$ cat src/rtl/uart_pkg.sv
// Shared constants for the memory-mapped UART receiver: register offsets,
// STATUS bit positions and the receive FSM state type.
package uart_pkg;

  localparam logic [1:0] UART_RX_DATA   = 2'd0;
  localparam logic [1:0] UART_RX_STATUS = 2'd1;
  localparam logic [1:0] UART_RX_CTRL   = 2'd2;

  localparam int unsigned STATUS_VALID   = 0;
  localparam int unsigned STATUS_FULL    = 1;
  localparam int unsigned STATUS_OVERRUN = 2;
  localparam int unsigned STATUS_FRAME   = 3;

  typedef enum logic [1:0] {
    IDLE  = 2'd0,
    START = 2'd1,
    DATA  = 2'd2,
    STOP  = 2'd3
  } rx_state_e;

endpackage

$ cat src/rtl/uart_rx_fifo.sv
// Synchronous receive FIFO; pointers carry one extra wrap bit so full and
// empty are told apart by the MSB compare.
module uart_rx_fifo #(
  parameter int unsigned Depth = 8,
  parameter int unsigned Width = 8
) (
  input  logic             clk_i,
  input  logic             rst_i,
  input  logic             push,
  input  logic             pop,
  input  logic [Width-1:0] wdata,
  output logic [Width-1:0] rdata,
  output logic             full,
  output logic             empty,
  output logic             overrun
);

  localparam int unsigned PtrW = $clog2(Depth);

  logic [Width-1:0] mem [Depth];
  logic [PtrW:0]    wptr;
  logic [PtrW:0]    rptr;
  logic             pop_eff;
  logic             push_eff;

  assign empty = (wptr == rptr);
  assign full  = (wptr[PtrW] != rptr[PtrW]) && (wptr[PtrW-1:0] == rptr[PtrW-1:0]);
  assign rdata = mem[rptr[PtrW-1:0]];

  // A pop frees a slot in the same cycle, so a push into a full FIFO
  // alongside a pop still lands.
  assign pop_eff  = pop & ~empty;
  assign push_eff = push & (~full | pop_eff);
  assign overrun  = push & full & ~pop_eff;

  always_ff @(posedge clk_i) begin
    if (rst_i) begin
      wptr <= '0;
      rptr <= '0;
    end else begin
      if (push_eff) begin
        mem[wptr[PtrW-1:0]] <= wdata;
        wptr <= wptr + 1'b1;
      end
      if (pop_eff) begin
        rptr <= rptr + 1'b1;
      end
    end
  end

endmodule

$ cat src/rtl/uart_rx.sv
// Memory-mapped 8N1 UART receiver: synchroniser, deframing FSM, RX FIFO,
// DATA/STATUS/CTRL registers and a level interrupt while data is pending.
module uart_rx
  import uart_pkg::*;
#(
  parameter int unsigned ClockFrequency = 50_000_000,
  parameter int unsigned BaudRate       = 115_200,
  parameter int unsigned FifoDepth      = 8
) (
  input  logic        clk_i,
  input  logic        rst_i,
  input  logic        device_req_i,
  input  logic [31:0] device_addr_i,
  input  logic        device_we_i,
  input  logic [3:0]  device_be_i,
  input  logic [31:0] device_wdata_i,
  output logic        device_rvalid_o,
  output logic [31:0] device_rdata_o,
  input  logic        uart_rx_i,
  output logic        rx_irq_o
);

  localparam int unsigned ClocksPerBit = ClockFrequency / BaudRate;
  localparam int unsigned CntW         = $clog2(ClocksPerBit) + 1;
  localparam logic [CntW-1:0] BitEnd   = CntW'(ClocksPerBit - 1);
  localparam logic [CntW-1:0] HalfEnd  = CntW'(ClocksPerBit / 2 - 1);

  logic            rx_meta;
  logic            rx_s;
  rx_state_e       state;
  logic [CntW-1:0] cnt;
  logic [2:0]      bit_idx;
  logic [7:0]      shreg;
  logic            push;
  logic            frame_set;

  logic [7:0]  head;
  logic        full;
  logic        empty;
  logic        ovr_set;
  logic        pop;
  logic        overrun;
  logic        frame_err;
  logic        irq_en;
  logic [1:0]  offset;
  logic        wr_req;
  logic        stat_wr;
  logic [31:0] status_word;
  logic [31:0] read_word;
  logic        unused;

  assign unused = ^{device_addr_i[31:4], device_addr_i[1:0], device_be_i[3:1],
                    device_wdata_i[31:4], device_wdata_i[1]};

  always_ff @(posedge clk_i) begin
    if (rst_i) begin
      rx_meta <= 1'b1;
      rx_s    <= 1'b1;
    end else begin
      rx_meta <= uart_rx_i;
      rx_s    <= rx_meta;
    end
  end

  always_ff @(posedge clk_i) begin
    if (rst_i) begin
      state   <= IDLE;
      cnt     <= '0;
      bit_idx <= '0;
      shreg   <= '0;
    end else begin
      unique case (state)
        IDLE: begin
          if (!rx_s) begin
            cnt     <= '0;
            bit_idx <= '0;
            state   <= START;
          end
        end
        START: begin
          if (cnt == HalfEnd) begin
            cnt   <= '0;
            state <= rx_s ? IDLE : DATA;
          end else begin
            cnt <= cnt + 1'b1;
          end
        end
        DATA: begin
          if (cnt == BitEnd) begin
            cnt     <= '0;
            shreg   <= {rx_s, shreg[7:1]};
            bit_idx <= bit_idx + 1'b1;
            if (bit_idx == 3'd7) state <= STOP;
          end else begin
            cnt <= cnt + 1'b1;
          end
        end
        STOP: begin
          if (cnt == BitEnd) begin
            cnt   <= '0;
            state <= IDLE;
          end else begin
            cnt <= cnt + 1'b1;
          end
        end
        default: state <= IDLE;
      endcase
    end
  end

  always_comb begin
    push      = 1'b0;
    frame_set = 1'b0;
    if (state == STOP && cnt == BitEnd) begin
      push      = rx_s;
      frame_set = ~rx_s;
    end
  end

  uart_rx_fifo #(
    .Depth (FifoDepth),
    .Width (8)
  ) u_fifo (
    .clk_i   (clk_i),
    .rst_i   (rst_i),
    .push    (push),
    .pop     (pop),
    .wdata   (shreg),
    .rdata   (head),
    .full    (full),
    .empty   (empty),
    .overrun (ovr_set)
  );

  assign offset  = device_addr_i[3:2];
  assign wr_req  = device_req_i & device_we_i;
  assign pop     = device_req_i & ~device_we_i & (offset == UART_RX_DATA);
  assign stat_wr = wr_req & device_be_i[0] & (offset == UART_RX_STATUS);

  always_comb begin
    status_word                 = '0;
    status_word[STATUS_VALID]   = ~empty;
    status_word[STATUS_FULL]    = full;
    status_word[STATUS_OVERRUN] = overrun;
    status_word[STATUS_FRAME]   = frame_err;
  end

  always_comb begin
    read_word = '0;
    if (!device_we_i) begin
      unique case (offset)
        UART_RX_DATA:   read_word = empty ? '0 : {24'd0, head};
        UART_RX_STATUS: read_word = status_word;
        UART_RX_CTRL:   read_word = {31'd0, irq_en};
        default:        read_word = '0;
      endcase
    end
  end

  // Sticky flags: a new event in the same cycle as a W1C write wins.
  always_ff @(posedge clk_i) begin
    if (rst_i) begin
      overrun   <= 1'b0;
      frame_err <= 1'b0;
      irq_en    <= 1'b0;
    end else begin
      overrun   <= ovr_set   | (overrun   & ~(stat_wr & device_wdata_i[STATUS_OVERRUN]));
      frame_err <= frame_set | (frame_err & ~(stat_wr & device_wdata_i[STATUS_FRAME]));
      if (wr_req && device_be_i[0] && offset == UART_RX_CTRL) begin
        irq_en <= device_wdata_i[0];
      end
    end
  end

  always_ff @(posedge clk_i) begin
    if (rst_i) begin
      device_rvalid_o <= 1'b0;
      device_rdata_o  <= '0;
      rx_irq_o        <= 1'b0;
    end else begin
      device_rvalid_o <= device_req_i;
      if (device_req_i) device_rdata_o <= read_word;
      rx_irq_o <= irq_en & ~empty;
    end
  end

endmodule

$ cat config.mk
export PLATFORM = sky130hd
export DESIGN_NAME = uart_rx
export DESIGN_NICKNAME = d
export VERILOG_FILES = /design/src/rtl/uart_pkg.sv /design/src/rtl/uart_rx_fifo.sv /design/src/rtl/uart_rx.sv
export SDC_FILE = /design/constraint.sdc
export NUM_CORES = 1
export LEC_CHECK = 0
export BUFFER_PORTS_ARGS = -buffer_cell sky130_fd_sc_hd__buf_2
export CORE_MARGIN = 2
export CORE_UTILIZATION = 54
export CTS_CLUSTER_SIZE = 16
export DETAILED_ROUTE_END_ITERATION = 10
export PLACE_DENSITY = 0.79
export SLEW_MARGIN = 20
export SYNTH_ARGS = -nofsm -noshare
export SYNTH_HDL_FRONTEND = slang
export SYNTH_SLANG_ARGS = --single-unit
$ cat constraint.sdc
create_clock -name clk_i -period 3.3 [get_ports clk_i]
set_clock_uncertainty 0.15 [all_clocks]
set_input_delay 0.495 -clock clk_i [delete_from_list [all_inputs] [get_ports clk_i]]
set_output_delay 0.495 -clock clk_i [all_outputs]
set_load 0.05 [all_outputs]
-- After elaboration in Yosys (flattened, before gate mapping)
Memory sizes are Yosys's and may differ from the RTL's. A register that Yosys moved wholly into a read port is not among the register bits.
Cells that the tools add are included.
- reduce and logical (&&, ||, !) cells: 11
- $add $sub $neg: 4
- mux-type cells: 24
- bitwise gates (word level): 24
- equal/unequal tests: 16
- operator list (kind ; count):
    $mux 10 ; 3
    $pmux 10 s3 ; 1
    $pmux 8 s3 ; 1
    $mux 8 ; 2
    $and 1x1->1 ; 14
    $mux 2 ; 6
    $mux 3 ; 4
    $add 10x1->10 const B ; 1
    $eq 10x8->1 const B ; 1
    $eq 10x9->1 const B ; 1
    $ne 2x2->1 const B ; 5
    $add 4x1->4 const B ; 2
    $pmux 2 s4 ; 1
    $not 1->1 ; 7
    $eq 2x2->1 const B ; 3
    $pmux 3 s2 ; 1
    $mux 1 ; 5
    $reduce_and 5->1 ; 1
    $eq 2x1->1 const B ; 2
    $eq 4x4->1 ; 1
    $logic_and 1x1->1 ; 4
    $logic_not 2->1 ; 2
    $add 3x1->3 const B ; 1
    $eq 3x3->1 ; 1
    7 further kinds ; 9
- register bits: 70
- output and inout bits: 34
- memories: 1
- memory bits (writable): 64
- logic and storage cells: 94
- memories (name ; words ; width ; rd ports ; clocked after memory_dff ; write ports ; RTL line ; source):
    u_fifo.mem ; 8 ; 8 ; 1 ; 1 ; 1 ; uart_rx_fifo.sv:20 ; logic [Width-1:0] mem [Depth];

-- Depth between registers and ports, before layout
Gate-level depths: netlist (run 1).
- depth after elaboration: 9
- gate-level depth with buffers: 7

-- Cells and area by module
A second synthesis (run 1) with hierarchy kept.
- cell total of the unflattened synthesis: 399
- area total of the unflattened synthesis: 5049.8 um^2
- by module, submodules not included (module ; instances ; seq. area each (um^2) ; area an instance (um^2) ; cells an instance):
    uart_rx_fifo ; 1 ; 2142.1 ; 3114.2 ; 178
    uart_rx ; 1 ; 760.7 ; 1935.6 ; 221

-- Least setup slack after synthesis (run 1)
Ideal clock, no wire load.
- kind: in2reg
- start point: in device_we_i
- end point: mem u_fifo.mem[5][0], enable pin
- stages: 4
- slack: 0.465 ns
- arrival time: 2.301 ns
- setup time: 0.383 ns
- data required time: 2.767 ns
- buffers on the path: 1
- cells stage by stage: or4b_4 > buf_6 > a2111o_1 > nor3_1
- longest elaborated chain between the ends: 9
- RTL lines (what ; RTL line ; source):
    start, declared ; uart_rx.sv:14 ; input logic device_we_i,
    $not 1->1 ; uart_rx.sv:137 ; assign pop = device_req_i & ~device_we_i & (offset == UART_RX_DATA);
    $and 1x1->1 (2 in a row) ; uart_rx.sv:137 ;
    $and 1x1->1 ; uart_rx_fifo.sv:32 ; assign pop_eff = pop & ~empty;
    $or 1x1->1 ; uart_rx_fifo.sv:33 ; assign push_eff = push & (~full | pop_eff);
    $and 1x1->1 ; uart_rx_fifo.sv:33 ;
    $mux 1 ; uart_rx_fifo.sv:41 ; if (push_eff) begin
    $mux 1 ; uart_rx_fifo.sv:37 ; if (rst_i) begin
    $mux 1 (not written as such) ; uart_rx_fifo.sv:42 ; mem[wptr[PtrW-1:0]] <= wdata;
    end, declared ; uart_rx_fifo.sv:20 ;
Every way passes these cells.

-- Final worst setup path (run 1)
- start point: reg u_fifo.wptr[0]
- end point: mem u_fifo.mem[7][7], enable pin
- longest elaborated chain between the ends: 8
- elaborated cells on any way between the ends: 11
- classes of those cells: eq/ne: 2; mux: 3; bitwise: 5; reduce/logical: 1
- RTL lines (what ; RTL line ; source):
    start, declared ; uart_rx_fifo.sv:21 ; logic [PtrW:0] wptr;
    start signal, assigned ; uart_rx_fifo.sv:43 ; wptr <= wptr + 1'b1;
    $eq 4x4->1 / $eq 3x3->1 (equally long branches) ; uart_rx_fifo.sv:26, uart_rx_fifo.sv:27 ;
    $not 1->1 / $logic_and 1x1->1 (equally long branches) ; uart_rx_fifo.sv:32, uart_rx_fifo.sv:27 ;
    $and 1x1->1 / $not 1->1 (equally long branches) ; uart_rx_fifo.sv:32, uart_rx_fifo.sv:33 ;
    $or 1x1->1 ; uart_rx_fifo.sv:33 ;
    $and 1x1->1 ; uart_rx_fifo.sv:33 ;
    $mux 1 ; uart_rx_fifo.sv:41 ;
    $mux 1 ; uart_rx_fifo.sv:37 ;
    $mux 1 (not written as such) ; uart_rx_fifo.sv:42 ;
Parallel ways exist; a longest one is shown, timed or not.

==> results of run 1 <==
flip-flops by register name, summed over array words and instances (netlist names), named ones only:
signal,count
u_fifo.rptr,4
u_fifo.mem,64
cnt,10
bit_idx,3
overrun,1
frame_err,1
u_fifo.wptr,4
state,1
rx_s,1
irq_en,1
device_rvalid_o,1
shreg,8
device_rdata_o,8
rx_irq_o,1
rx_meta,1
metal layers:
metal / wire length, um / part of all wire [%] / vias up / GRT usage, %
met1: 4400 / 42 / 1673 / 27.0
met4: 131 / 1.3 / 0 / 8.11
met5: 0 / 0 / - / 0
met2: 5490 / 53 / 78 / 37.3
li1: - / - / 1547 / -
met3: 410 / 3.9 / 12 / 6.93
what timing repair did:
item	4_1_cts	5_1_grt
hold buffers	1	0
endpoints found under the hold margin	1	0
buffers inserted	0	0
tightest hold or removal path, delay by kind of cell:
family,cells,cell delay (ns)
multiplexers,1,0.05
buffers and inverters,1,0.07
AND/OR/NAND/NOR,1,0.07
power by group through the flow:
stage | registers, mW | clock network [mW] | logic, mW
after floorplan | 1.51 | 0 | 0.110
after global placement | 1.51 | 0 | 0.107
after detailed placement | 1.51 | 0 | 0.109
after CTS | 1.48 | 1.77 | 0.111
after global routing | 1.48 | 1.83 | 0.118
final | 1.48 | 1.75 | 0.112
layout make-up:
cell class / count / area (um2)
Fill cell: 675 / 3380
Timing Repair Buffer: 34 / 208
Clock inverter: 11 / 88.8
Tap cell: 111 / 139
Multi-Input combinational cell: 256 / 1900
Sequential cell: 113 / 2900
Inverter: 9 / 33.8
Clock buffer: 21 / 503
through the flow:
stage | instances | util [%] | power [mW] | hold WS (ns)
after global placement | 522 | 56.5 | 1.61 | 0.243
after detailed placement | 522 | 56.5 | 1.62 | 0.250
final | 555 | 63.1 | 3.34 | 0.0615
after CTS | 555 | 63.0 | 3.36 | 0.0450
after floorplan | 428 | - | 1.62 | 0.239
after global routing | 555 | 63.1 | 3.43 | 0.0629
final timing paths:
kind | startpoint | to
setup / recovery | u_fifo.wptr[0] | u_fifo.mem[7][7]
hold / removal | device_wdata_i[0] | irq_en
setup reg to reg | u_fifo.wptr[0] | u_fifo.mem[7][7]
hold reg to reg | rx_meta | rx_s
cell families after synthesis:
logic type / Yosys count / share of synthesized area, %
AO/OA/AOI/OAI: 80 / 10.5
flip-flops: 113 / 57.5
XOR/XNOR: 6 / 1.19
multiplexers: 31 / 10.4
buffers and inverters: 59 / 6.74
other: 1 / 0.0742
AND/OR/NAND/NOR: 108 / 11.9
adder cells (fa/ha/maj): 7 / 1.73
synth_stat cells, drive strengths merged (7+ instances only):
master and n:
mux4 16, nand4 8, edfxtp 64, ha 7, nand3 14, clkbuf 19
o22ai 7, nor2 17, buf 31, o21ai 15, dfxtp 49, nor3 11
mux2 11, a21oi 26, nor2b 8, nand2 19, inv 9
==> results by group, run 1 <==
Synth
  – Synth warn: 0
  – Fraction of registers with async set or reset after synthesis: 0%
  – Main flop type after synthesis: sky130_fd_sc_hd__edfxtp_1
  – Number of enable-type register cells in the synthesized netlist: 64
  – Share of Yosys cell area claimed by the top area cell type: a little under two fifths
  – Share of synthesized area occupied by flip-flops and latches: 57.5%
  – Largest cells by area after synthesis: sky130_fd_sc_hd__edfxtp_1, sky130_fd_sc_hd__dfxtp_1, sky130_fd_sc_hd__mux4_2, sky130_fd_sc_hd__buf_4, sky130_fd_sc_hd__a21oi_1
  – Leading area contributor after synthesis: sky130_fd_sc_hd__edfxtp_1
  – Post-synthesis cell area: 5050 um2
  – Mean cell area of the mapped netlist: 12.5 um2
  – Flip-flop and latch count after synthesis: 113
  – Synth cell types: 61
  – Number of standard cells after synthesis: 405

Setup path
  – Crit-path max FO: 10
  – Slowest cell on crit path: sky130_fd_sc_hd__dfxtp_1
  – Max stage delay on crit path: 0.59 ns
  – Critical path depth: 5
  – Arrival time at the worst endpoint: 2.68 ns
  – Series of cell instances along the critical path: xnor2_2, and4_1, a2111o_1, nor3_1, buf_4
  – Req. time, crit path: approximately 3.4 ns
  – Path type of the worst setup path: reg2reg
  – Critical path's top delay family: flip-flops
  – R2R setup slack: 0.68 ns
  – Count of cells along the worst register-to-register path: 5
  – CP Capture Type: flop
  – Type of element launching the critical path: flop
  – Crit path buffers/inverters: 1

Floorplanning
  – Number of primary I/O pins: ~110
  – Die H: 101 um
  – Horizontal extent of the die: just over 100 um
  – Initial core utilization: 55.2%
  – Die outline area: roughly 10000 um2
  – Total number of placement rows: 35
  – Core area: around 9200 um2

Timing
  – Measured slew at the worst slew-check pin: 1.09 ns
  – Headroom to the max-slew limit: 26.7%
  – Number of hold violations in the final report: 0
  – Number of setup violations in the final report: 0
  – Setup repair after global routing missed its margin: no
  – Final critical delay including setup and external delays: around 2.6 ns
  – Number of max-slew violations in the final report: 0
  – Fmax: between 300 and 400 MHz
  – Sum of negative setup slack: 0 ns
  – Crit share post-route: 79.4%
  – Worst path setup slack after routing: 0.679 ns

Power
  – Fraction of power consumed by sequential logic: ~44%
  – Logic pwr share: 3.3%
  – Total power per unit cell area: around 580 nW/um2
  – Leakage power total: between 1.5 and 2 nW
  – Clock network power share: a little over half
  – Int Power: ~2.6 mW
  – Switching power: 0.759 mW
  – Sw Ratio: 22.7%
  – Maximum vdd drop: 0.000303 V

Min path
  – Worst Hold Class: in2reg
  – Hold Crit Depth: 3

Placed design
  – RD Place Congestion: roughly 0.79
  – Post-placement worst setup slack: 0.600 ns
  – Cell area after placement: 5170 um2
  – Number of buffer cells added on primary ports: 20
  – DPL Wire Length: 6390 um

Global route
  – Residual overflow from global routing: 0
  – Overall routing resource usage: around 22%
  – Wire length of the first global-routing pass: 16600 um
  – Number of antenna violations at the first check in global routing: 0
  – Pin count of the biggest net entering global routing: 52
  – Vias in the first global route: roughly 3300

Clock network
  – Clock latency at the later pin of the worst-skew pair: roughly 0.51 ns
  – Number of buffers created by CTS: 17
  – H-Tree Level Count: 4
  – Clock Tree Buf Depth: 2
  – TritonCTS clock tree: done
  – Clk sinks: about 110
  – Clock root buffer: sky130_fd_sc_hd__clkbuf_8
  – PostCTS Resize Cnt: 0
  – Clk pin slew, worst setup/hold paths: 0.06 ns

Finish
  – Final antenna diode count: 0
  – Share of final-layout standard cells stronger than drive strength 1: 23.2%
  – Most common cell after layout, fill and taps aside: sky130_fd_sc_hd__edfxtp_1
  – Post-layout instance area: 5770 um2
  – Most frequent cells in the layout: sky130_fd_sc_hd__edfxtp_1, sky130_fd_sc_hd__dfxtp_1, sky130_fd_sc_hd__a21oi_1, sky130_fd_sc_hd__conb_1, sky130_fd_sc_hd__buf_2
  – Layout overhead on the synthesized area: 14.3%
  – Number of nets in the layout: 511

Run status
  – Run status: finished clean

Route
  – Number of design rule violations left after detail routing: 0
  – Starting DRT DRC Count: 191
  – Vias after detailed routing: 3310
  – Average via count per standard cell: 5.96
  – Routed len/inst: 18.8 um
  – Count of antenna-violating nets left after detailed routing: 0
  – Final WL: 10400 um
  – Number of detailed-routing iterations run before antenna repair: 5

Run
  – Number of max-cap violations: 0
Power figures use the tool's default switching activity.
==> run 2: changes to the inputs <==
--- a/config.mk
+++ b/config.mk
@@ -7,10 +7,10 @@
 export LEC_CHECK = 0
 export BUFFER_PORTS_ARGS = -buffer_cell sky130_fd_sc_hd__buf_2
 export CORE_MARGIN = 2
-export CORE_UTILIZATION = 54
+export CORE_UTILIZATION = 49
 export CTS_CLUSTER_SIZE = 16
 export DETAILED_ROUTE_END_ITERATION = 10
-export PLACE_DENSITY = 0.79
+export PLACE_DENSITY = 0.76
 export SLEW_MARGIN = 20
 export SYNTH_ARGS = -nofsm -noshare
 export SYNTH_HDL_FRONTEND = slang
==> constraint.sdc (replaced) <==
create_clock -name clk_i -period 2.25 [get_ports clk_i]
set_clock_uncertainty 0.15 [all_clocks]
set_input_delay 0.3375 -clock clk_i [delete_from_list [all_inputs] [get_ports clk_i]]
set_output_delay 0.3375 -clock clk_i [all_outputs]
set_load 0.05 [all_outputs]
==> run 2 against run 1 <==
The flow now finishes with violations (setup timing). Count of clock-buffer cells in the layout did not move. Non-clock buffer count is 45 higher. Register-to-register slack worse by 0.76 ns. Sequential power rose by 47%. Global-route usage shrank 1.6 points. Via count rose by 5.4%. Worst hold slack got worse by 0.035 ns. Critical path depth grew 1. Core utilization is 1.1 points lower. First-iteration DRC count grew 8.9%. Critical endpoint unchanged.
==> results by group, run 2 (synthesis results as in run 1) <==
Run status
  – Run status: finished with violations
  – Violations in the final reports: setup timing

Setup path
  – Series of cell instances along the critical path: xnor2_4, and4_1, a2111o_2, buf_12, nor3_4, buf_6
  – Type of element launching the critical path: flop
  – Crit-path max FO: 5
  – Slowest cell on crit path: sky130_fd_sc_hd__a2111o_2
  – Arrival time at the worst endpoint: 2.40 ns
  – R2R setup slack: -0.08 ns
  – Count of cells along the worst register-to-register path: 6
  – Critical path's top delay family: compound AO/OA/AOI/OAI gates
  – Startpoint of the most critical register-to-register path: u_fifo.rptr[0]
  – Path type of the worst setup path: reg2reg
  – Req. time, crit path: 2.33 ns
  – Max stage delay on crit path: 0.58 ns
  – Critical path depth: 6
  – Crit path buffers/inverters: 2
  – R2R Path End: u_fifo.mem[7][7]
  – CP Capture Type: flop

Power
  – Total power per unit cell area: between 700 and 800 nW/um2
  – Leakage power total: 2.31 nW
  – Power, Total: 4.91 mW
  – Maximum vdd drop: ~0.00045 V

Floorplanning
  – Number of primary I/O pins: 107
  – Total number of placement rows: 37
  – Initial core utilization: 49.6%
  – Horizontal extent of the die: between 100 and 150 um
  – Die H: 106 um
  – Die outline area: 11100 um2
  – Core area: 10200 um2

Timing
  – Final-layout worst hold slack: 0.0264 ns
  – Worst path setup slack after routing: -0.0781 ns
  – Number of setup violations in the final report: 47
  – Final critical delay including setup and external delays: between 2 and 2.5 ns
  – Crit share post-route: 103%
  – Setup repair after global routing missed its margin: yes
  – Number of max-slew violations in the final report: 0
  – Headroom to the max-slew limit: approximately two thirds
  – Fmax: 430 MHz
  – Measured slew at the worst slew-check pin: 0.526 ns
  – Number of hold violations in the final report: 0

Global route
  – Number of antenna violations at the first check in global routing: 0
  – Wire length of the first global-routing pass: 17300 um
  – Vias in the first global route: 3398
  – Overall routing resource usage: 20.6%
  – Pin count of the biggest net entering global routing: 52
  – Residual overflow from global routing: 0

Finish
  – Layout overhead on the synthesized area: 25.1%
  – Final antenna diode count: 0
  – Number of nets in the layout: 556
  – Most frequent cells in the layout: sky130_fd_sc_hd__edfxtp_1, sky130_fd_sc_hd__dfxtp_1, sky130_fd_sc_hd__buf_4, sky130_fd_sc_hd__a21oi_1, sky130_fd_sc_hd__conb_1
  – Share of final-layout standard cells stronger than drive strength 1: about 33%
  – Number of inserted filler cells in the final layout: approximately 740
  – Flip-flop count of the largest register after layout: 64
  – Most common cell after layout, fill and taps aside: sky130_fd_sc_hd__edfxtp_1

Min path
  – Worst Min Path Start: device_wdata_i[2]
  – Worst Hold Class: in2reg
  – Hold-critical path endpoint: overrun
  – Hold Crit Depth: 4

Clock network
  – Clock latency at the later pin of the worst-skew pair: 0.51 ns
  – TritonCTS clock tree: done
  – Number of buffers created by CTS: 17
  – H-Tree Level Count: 4
  – Clk sinks: between 100 and 150
  – Clock root buffer: sky130_fd_sc_hd__clkbuf_8
  – Clock Tree Buf Depth: 2
  – Clk pin slew, worst setup/hold paths: 0.06 ns

Route
  – Vias after detailed routing: 3488
  – Routed len/inst: approximately 18 um
  – Number of design rule violations left after detail routing: 0
  – Number of detailed-routing iterations run before antenna repair: 5
  – Starting DRT DRC Count: 208
  – Count of antenna-violating nets left after detailed routing: 0
  – Average via count per standard cell: 5.58
  – Final WL: 11100 um

Placed design
  – DPL Wire Length: just under 7000 um
  – RD Place Congestion: ~0.88
  – Number of buffer cells added on primary ports: 20

Run
  – Number of max-cap violations: 0
## run 2: what timing repair did
| action | 4_1_cts | 5_1_grt |
|---|---|---|
| gates cloned | 0 | 0 |
| gates resized for setup | 16 | 6 |
| hold endpoints to repair | 2 | 0 |
| hold buffers | 2 | 0 |
| pin swaps | 10 | 2 |
| buffers inserted | 1 | 3 |
| setup endpoints to repair | 64 | 64 |
## run 2: stage by stage
stage | area [um2] | TNS, ns | util [%] | instances | worst slack, ns
3_5_place_dp | 5590 | -13.06 | 54.8 | 587 | -0.257
4_1_cts | 6260 | -4.46 | 61.5 | 622 | -0.0922
6_report | 6320 | -1.60 | 62.0 | 625 | -0.0781
2_1_floorplan | 5210 | -15.34 | - | 428 | -0.277
5_1_grt | 6320 | -5.57 | 62.0 | 625 | -0.156
3_3_place_gp | 5590 | -11.69 | 54.8 | 587 | -0.231
## run 2: worst reg2reg max path, delay by kind of cell, from the launching register on
family / cells / cell delay [ns]
AOI/OAI and AO/OA: 1 / 0.58
DFF: 1 / 0.46
and+or+nand+nor: 2 / 0.41
buffers and inverters: 2 / 0.36
xor gates and xnor gates: 1 / 0.09
## run 2: how the worst max path moves through the flow
| stage | startpoint | end | slack [ns] |
|---|---|---|---|
| after global routing | cnt[1] | u_fifo.mem[7][7] | -0.16 |
| final | u_fifo.rptr[0] | u_fifo.mem[7][7] | -0.08 |
| after global placement | device_we_i | u_fifo.mem[0][5] | -0.23 |
| after detailed placement | device_we_i | u_fifo.mem[0][5] | -0.26 |
| after floorplan | device_we_i | u_fifo.mem[1][0] | -0.28 |
| after CTS | cnt[1] | u_fifo.mem[4][7] | -0.09 |
## run 2: area by class of cell
type | instances | area [um2] | area share, %
Clock buffer | 21 | 482 | 7.63
Tap cell | 136 | 170 | 2.69
Sequential cell | 113 | 2910 | 46.0
Multi-Input combinational cell | 256 | 2010 | 31.9
Clock inverter | 11 | 101 | 1.60
Timing Repair Buffer | 79 | 611 | 9.67
Inverter | 9 | 33.8 | 0.535
## run 2: routing by layer
| layer | track usage [%] | up-vias | part of all wire [%] |
|---|---|---|---|
| li1 | - | 1636 | - |
| met2 | 35.1 | 127 | 53 |
| met5 | 0 | - | 0 |
| met4 | 7.89 | 0 | 1.8 |
| met3 | 5.38 | 22 | 5.5 |
| met1 | 25.2 | 1703 | 40 |
## run 2: report_power, final
part	switching, mW	internal, mW
Combinational	0.144	0.0328
Sequential	0.00266	2.16
Clock	0.937	1.63
Total	1.08	3.82
